$ cat src/rtl/floo_link_slice.sv
// floo_link_slice: elastic valid/ready FIFO slice for one mesh link channel,
// with occupancy, flit and stall counters for link monitoring.
module floo_link_slice #(
   parameter int unsigned FlitWidth = 64,
   parameter int unsigned Depth     = 2,
   parameter int unsigned CntWidth  = 16
) (
   input  logic                         clk_i,
   input  logic                         rst_i,
   input  logic                         in_valid_i,
   output logic                         in_ready_o,
   input  logic [FlitWidth-1:0]         in_data_i,
   output logic                         out_valid_o,
   input  logic                         out_ready_i,
   output logic [FlitWidth-1:0]         out_data_o,
   output logic [$clog2(Depth+1)-1:0]   occupancy_o,
   output logic [CntWidth-1:0]          flit_cnt_o,
   output logic [CntWidth-1:0]          stall_cnt_o,
   input  logic                         cnt_clr_i
);
   localparam int unsigned PtrW = $clog2(Depth);
   localparam int unsigned OccW = $clog2(Depth+1);

   logic [FlitWidth-1:0] mem_q [Depth];
   logic [PtrW-1:0]      wr_ptr_q, wr_ptr_d, rd_ptr_q, rd_ptr_d;
   logic [OccW-1:0]      occ_q, occ_d;
   logic [CntWidth-1:0]  flit_cnt_q, flit_cnt_d, stall_cnt_q, stall_cnt_d;
   logic                 push, pop;

   // Handshake flags come only from registered occupancy, so no path crosses the slice.
   assign in_ready_o  = occ_q != OccW'(Depth);
   assign out_valid_o = occ_q != '0;
   assign push        = in_valid_i && in_ready_o;
   assign pop         = out_valid_o && out_ready_i;
   assign out_data_o  = mem_q[rd_ptr_q];
   assign occupancy_o = occ_q;
   assign flit_cnt_o  = flit_cnt_q;
   assign stall_cnt_o = stall_cnt_q;

   always_comb begin
      wr_ptr_d    = push ? ((wr_ptr_q == PtrW'(Depth-1)) ? '0 : wr_ptr_q + 1'b1) : wr_ptr_q;
      rd_ptr_d    = pop ? ((rd_ptr_q == PtrW'(Depth-1)) ? '0 : rd_ptr_q + 1'b1) : rd_ptr_q;
      occ_d       = (push && !pop) ? occ_q + 1'b1 : (pop && !push) ? occ_q - 1'b1 : occ_q;
      flit_cnt_d  = cnt_clr_i ? '0 : flit_cnt_q + CntWidth'(pop);
      stall_cnt_d = cnt_clr_i ? '0
                  : (out_valid_o && !out_ready_i && !(&stall_cnt_q)) ? stall_cnt_q + 1'b1
                  : stall_cnt_q;
   end

   always_ff @(posedge clk_i or posedge rst_i) begin
      if (rst_i) begin
         wr_ptr_q    <= '0;
         rd_ptr_q    <= '0;
         occ_q       <= '0;
         flit_cnt_q  <= '0;
         stall_cnt_q <= '0;
      end else begin
         wr_ptr_q    <= wr_ptr_d;
         rd_ptr_q    <= rd_ptr_d;
         occ_q       <= occ_d;
         flit_cnt_q  <= flit_cnt_d;
         stall_cnt_q <= stall_cnt_d;
      end
   end

   // Payload storage carries no reset; contents are qualified by occupancy.
   always_ff @(posedge clk_i) begin
      if (push) mem_q[wr_ptr_q] <= in_data_i;
   end
endmodule

$ cat config.mk
export PLATFORM = sky130hd
export DESIGN_NAME = floo_link_slice
export DESIGN_NICKNAME = d
export VERILOG_FILES = /design/src/rtl/floo_link_slice.sv
export SDC_FILE = /design/constraint.sdc
export NUM_CORES = 1
export LEC_CHECK = 0
export ABC_CLOCK_PERIOD_IN_PS = 4900
export BUFFER_PORTS_ARGS = -buffer_cell sky130_fd_sc_hd__buf_2
export CORE_ASPECT_RATIO = 1.1
export CORE_UTILIZATION = 39
export CTS_CLUSTER_SIZE = 28
export DETAILED_ROUTE_END_ITERATION = 6
export PLACE_DENSITY_LB_ADDON = 0.3
export SKIP_CTS_REPAIR_TIMING = 1
export SLEW_MARGIN = 20
export SYNTH_ARGS = -nofsm -noshare
export SYNTH_HDL_FRONTEND = slang
export SYNTH_SLANG_ARGS = --single-unit
$ cat constraint.sdc
create_clock -name clk_i -period 4.9 [get_ports clk_i]
set_input_delay 0.245 -clock clk_i [delete_from_list [all_inputs] [get_ports clk_i]]
set_output_delay 0.245 -clock clk_i [all_outputs]
set_load 0.05 [all_outputs]
Word level (Yosys, flattened, before mapping). Memories as Yosys holds them, arrays and structs flattened. Cells that the tools add are included.

$add $sub $neg: 6. Reduce and logical (&&, ||, !) cells: 14. Eq/ne operators: 1. Muxes and demuxes: 9.

Operator list (number): $mux 16 (3); $add 16x1->16 (1); $add 16x1->16 const B (1); $reduce_and 16->1 (1); $logic_and 1x1->1 (6); $reduce_bool 2->1 (3); $logic_not 1->1 (4); $mux 1 (4); $mux 2 (2); $add 1x1->1 const B (2); $add 2x1->2 const B (1); $ne 2x2->1 const B (1); $sub 2x1->2 const B (1).

Register bits after elaboration: 36. Input bits: 69. Logic and storage cells: 36. Memories: 1. Bits in writable memories: 128. Output and inout port bits: 100.

Memories: mem_q (depth 2, bits a word 64, read ports 1, clocked after Yosys merged registers in 0, write ports 1, line 24) `logic [FlitWidth-1:0] mem_q [Depth];`.

Longest topological paths before layout.
Depth after elaboration: 6. Gate-level depth with buffers: 9. Mapped depth without buffers: 8.

Least setup slack after synthesis. OpenSTA, ideal clock, no wires.

Path type: register to register. Start: register occ_q[0] (netlist: occupancy_o[0]). End: memory mem_q[0][0] (enable). Setup time: 487 ps. Data required time: 4413 ps. Cell stages (with the launch flop): 4. Buffers on the path: 0. Clock period less this slack: 4636 ps. Path slack: 264 ps. Data arrival time: 4149 ps. Cell sequence: dfrtp_1 > nand2b_1 > nand2_1 > nor2_1.

Cells in the longest elaborated chain, start to end: 4.

RTL lines: from (decl) (line 26) `logic [OccW-1:0] occ_q, occ_d;`; from (signal assigned) (line 54) `occ_q <= '0;`; from (signal assigned) (line 60) `occ_q <= occ_d;`; $ne 2x2->1 (line 31) `assign in_ready_o = occ_q != OccW'(Depth);`; via in_ready_o (line 11) `output logic in_ready_o,`; $logic_and 1x1->1 (line 33) `assign push = in_valid_i && in_ready_o;`; $mux 1 (line 68) `if (push) mem_q[wr_ptr_q] <= in_data_i;`; $mux 1 (not written as such) (line 68); to (decl) (line 24).

The timed path passes the listed nets, and every way through them passes these cells.

Worst setup path after layout.
Start: register rd_ptr_q. End: output out_data_o[43].

Cells in the longest elaborated chain, start to end: 1.

RTL lines: from (decl) (line 25) `logic [PtrW-1:0] wr_ptr_q, wr_ptr_d, rd_ptr_q, rd_ptr_d;`; from (signal assigned) (line 59) `rd_ptr_q <= rd_ptr_d;`; $mem_v2 2x64; to (decl) (line 15) `output logic [FlitWidth-1:0] out_data_o,`.

No other way between the ends.

==> flow_summary_export.csv <==
group,metric,value,unit
place,port_buffers,168,
yosys,synthCells,409,
yosys,synth.area.top_cells,"edfxtp_1 (58%), dfrtp_1 (14%), mux2_2 (13%)",
worst_setup_path,worstPathArrival,2.40,ns
yosys,ys_seq_elements,164,
worst_setup_path,crit_path_max_incr_delay,0.78,ns
timing,fmax,0.378,GHz
yosys,synth_top_family_by_area,"multiplexers",
clock_network,cts_sinks,164,
layout,fin_cells,831,
timing,clock_skew,0.0127,ns
place,hpwl,8.62,mm
timing,maxSlewViolCount,0,
timing,setup_viol,0,
yosys,avgSynthCellArea,16.1,um^2
clock_network,clock_latency,0.42,ns
yosys,synth_top_area_frac,0.584,
timing,rsz0062_at_grt,"no",
yosys,synth_nets,482,
worst_setup_path,end_kind,"output port",
layout,fin_nets,687,
yosys,async_reset_ff_frac,0.220,
timing,period_needed,2.64,ns
grt,grt_overflow,0,
timing,hold_violations,0,
yosys,ys_top_cells_by_count,"edfxtp_1 (128), mux2_2 (76), dfrtp_1 (36)",
floorplan,io_pins,169,
grt,antenna_found_initial,0,
layout,syn_to_final_growth,30.7,%
layout,multi_input_area,1760,um^2
yosys,synthFlopType,"edfxtp_1",
timing,slew_headroom,0.471,
grt,grt_usage,0.157,
yosys,netlist_area,6580,um^2
timing,fin_setup_tns,0,ns
grt,grt_first_pass_wirelength,21.1,mm
yosys,synth_adder_area_share,0.00761,
power,p_total,5270,uW
worst_setup_path,critPathRequiredTime,4.66,ns
detailed_routing,wl,13.3,mm
detailed_routing,drt_iter0_markers,142,
power,power_density,614,nW/um^2
floorplan,die_y,138,um
hold_path,hold_path_class,"input port to register",
layout,antenna_cells,0,
timing,hold_ws,0.0147,ns
yosys,synthMuxAreaShare,0.133,
yosys,synth_xor_xnor_area_share,0.0200,
floorplan,die_area,17400,um^2
worst_setup_path,cp_slowest_cell,"dfrtp_2",
yosys,synth_edf_count,128,
detailed_routing,first_pass_iters,4,
clock_network,clkTransAtPathRegs,0.06,ns
floorplan,die_w,126,um
power,pwr-share-seq,0.369,
yosys,synth.largest_area_cell,"edfxtp_1",
detailed_routing,antenna_left,0,
floorplan,start_util,0.400,
power,power_switching,2070,uW
worst_setup_path,cp_top_family,"flip-flops",
layout,fillers,1394,
power,p_leak,0.00344,uW
clock_network,clockRootBuffer,"clkbuf_16",
worst_setup_path,crit_chain,"buf_4 -> mux2_2 -> buf_2",
detailed_routing,drc,0,
timing,worst_pin_slew,0.793,ns
grt,grt_pass1_vias,4106,
place,place_congestion,0.760,
place,dp_cells,769,
yosys,yosysMostFrequentCell,"edfxtp_1",
yosys,synth-simple-area-share,0.0826,
timing,setup_slack,2.26,ns
floorplan,rows,49,
worst_setup_path,worst_setup_path_start_kind,"register",
yosys,synth_warnings,0,
clock_network,htreeDepth,4,
worst_setup_path,path_buf_inv,2,
flow_run,drv_cap,0,
place,pre_cts_slack,2.31,ns
yosys,synth-compound-area-share,0.0215,
layout,drive_gt1_frac,0.456,
clock_network,numCtsBuffers,17,
worst_setup_path,path_max_fanout,38,
timing,finalCritPeriodShare,0.539,
detailed_routing,vias,4172,
yosys,yosysSeqAreaShare,0.721,
clock_network,cts_tree,"yes",
power,pwr-share-comb,0.366,
power,internal_power,3210,uW
detailed_routing,wl_per_cell,16.0,um
power,p_sw_frac,0.392,
floorplan,core,16400,um^2
detailed_routing,viasPerCell,5.02,
power,peakVddDrop,346,uV
clock_network,clockBufferDepth,2,
worst_setup_path,path_class,"register to output port",
power,p_clk_frac,0.265,
layout,seqCellArea,4750,um^2
grt,grt_max_degree,47,
yosys,synthDistinctLibCells,33,
run_status,status,"completed",
-- per-stage QoR --
stage	cell area [um^2]	utilization
6_report	8590	0.523
5_1_grt	8590	0.523
4_1_cts	8280	0.504
3_5_place_dp	7650	0.466
3_3_place_gp	7650	0.466
2_1_floorplan	6580	-
-- metal layers --
layer	global-route usage	wire, um	vias to the layer above	share of wire
met5	0	0	-	0
met4	0.0533	121	0	0.0091
met3	0.0550	909	9	0.068
met2	0.252	6340	141	0.48
met1	0.198	5950	2063	0.45
li1	-	-	1959	-
-- state kept, by name, indices dropped and copies added (netlist names) --
name and flops:
occupancy_o 2, mem_q 128, rd_ptr_q 1, stall_cnt_o 16, wr_ptr_q 1, flit_cnt_o 16
-- power groups by stage --
stage	Clock (uW)	Sequential, uW	Combinational (uW)
finish	1400	1940	1930
floorplan	0	1990	1480
detailed placement	0	1980	1910
global route	1490	1980	2020
CTS	1440	1950	1920
global placement	0	1960	1900
-- final timing paths --
kind / to / slack [ns] / start / depth (start not counted)
worst max-delay path: out_data_o[43] / 2.26 / rd_ptr_q / 3
worst min-delay path: mem_q[1][7] / 0.01 / in_data_i[7] / 1
worst max register to register: flit_cnt_o[15] / 2.59 / occupancy_o[0] / 8
worst min register to register: wr_ptr_q / 0.55 / wr_ptr_q / 1
max in group asynchronous: rd_ptr_q / 4.06 / rst_i / 4
min in group asynchronous: flit_cnt_o[1] / 0.48 / rst_i / 4
-- cells by family (layout without fill, tap and decap cells) --
kind of cell             after synthesis  in the layout
adder cells (fa/ha/maj)                4              4
AND/OR/NAND/NOR                      102            102
AO/OA/AOI/OAI                         23             23
multiplexers                          78             78
flip-flops                           164            164
buffers and inverters                 23            241
XOR/XNOR                              15             15
-- layout by cell type, fill, tap and decap left out, drive strengths merged, types with 12 or more instances in the layout --
master / n
buf: 173
edfxtp: 128
mux2: 77
dfrtp: 36
dlygate4sd3: 29
nor2: 25
clkbuf: 17
nor2b: 14
nand2: 12
-- layout make-up --
| type | count | share of cell area |
|---|---|---|
| repair buffers | 202 | 0.137 |
| flip-flops and latches | 164 | 0.552 |
| clock buffers | 17 | 0.0495 |
| clock inverters | 15 | 0.0236 |
| well taps | 204 | 0.0297 |
| multi-input cells | 222 | 0.204 |
| inverters | 7 | 0.00306 |
(Power assumes the default switching activity.)
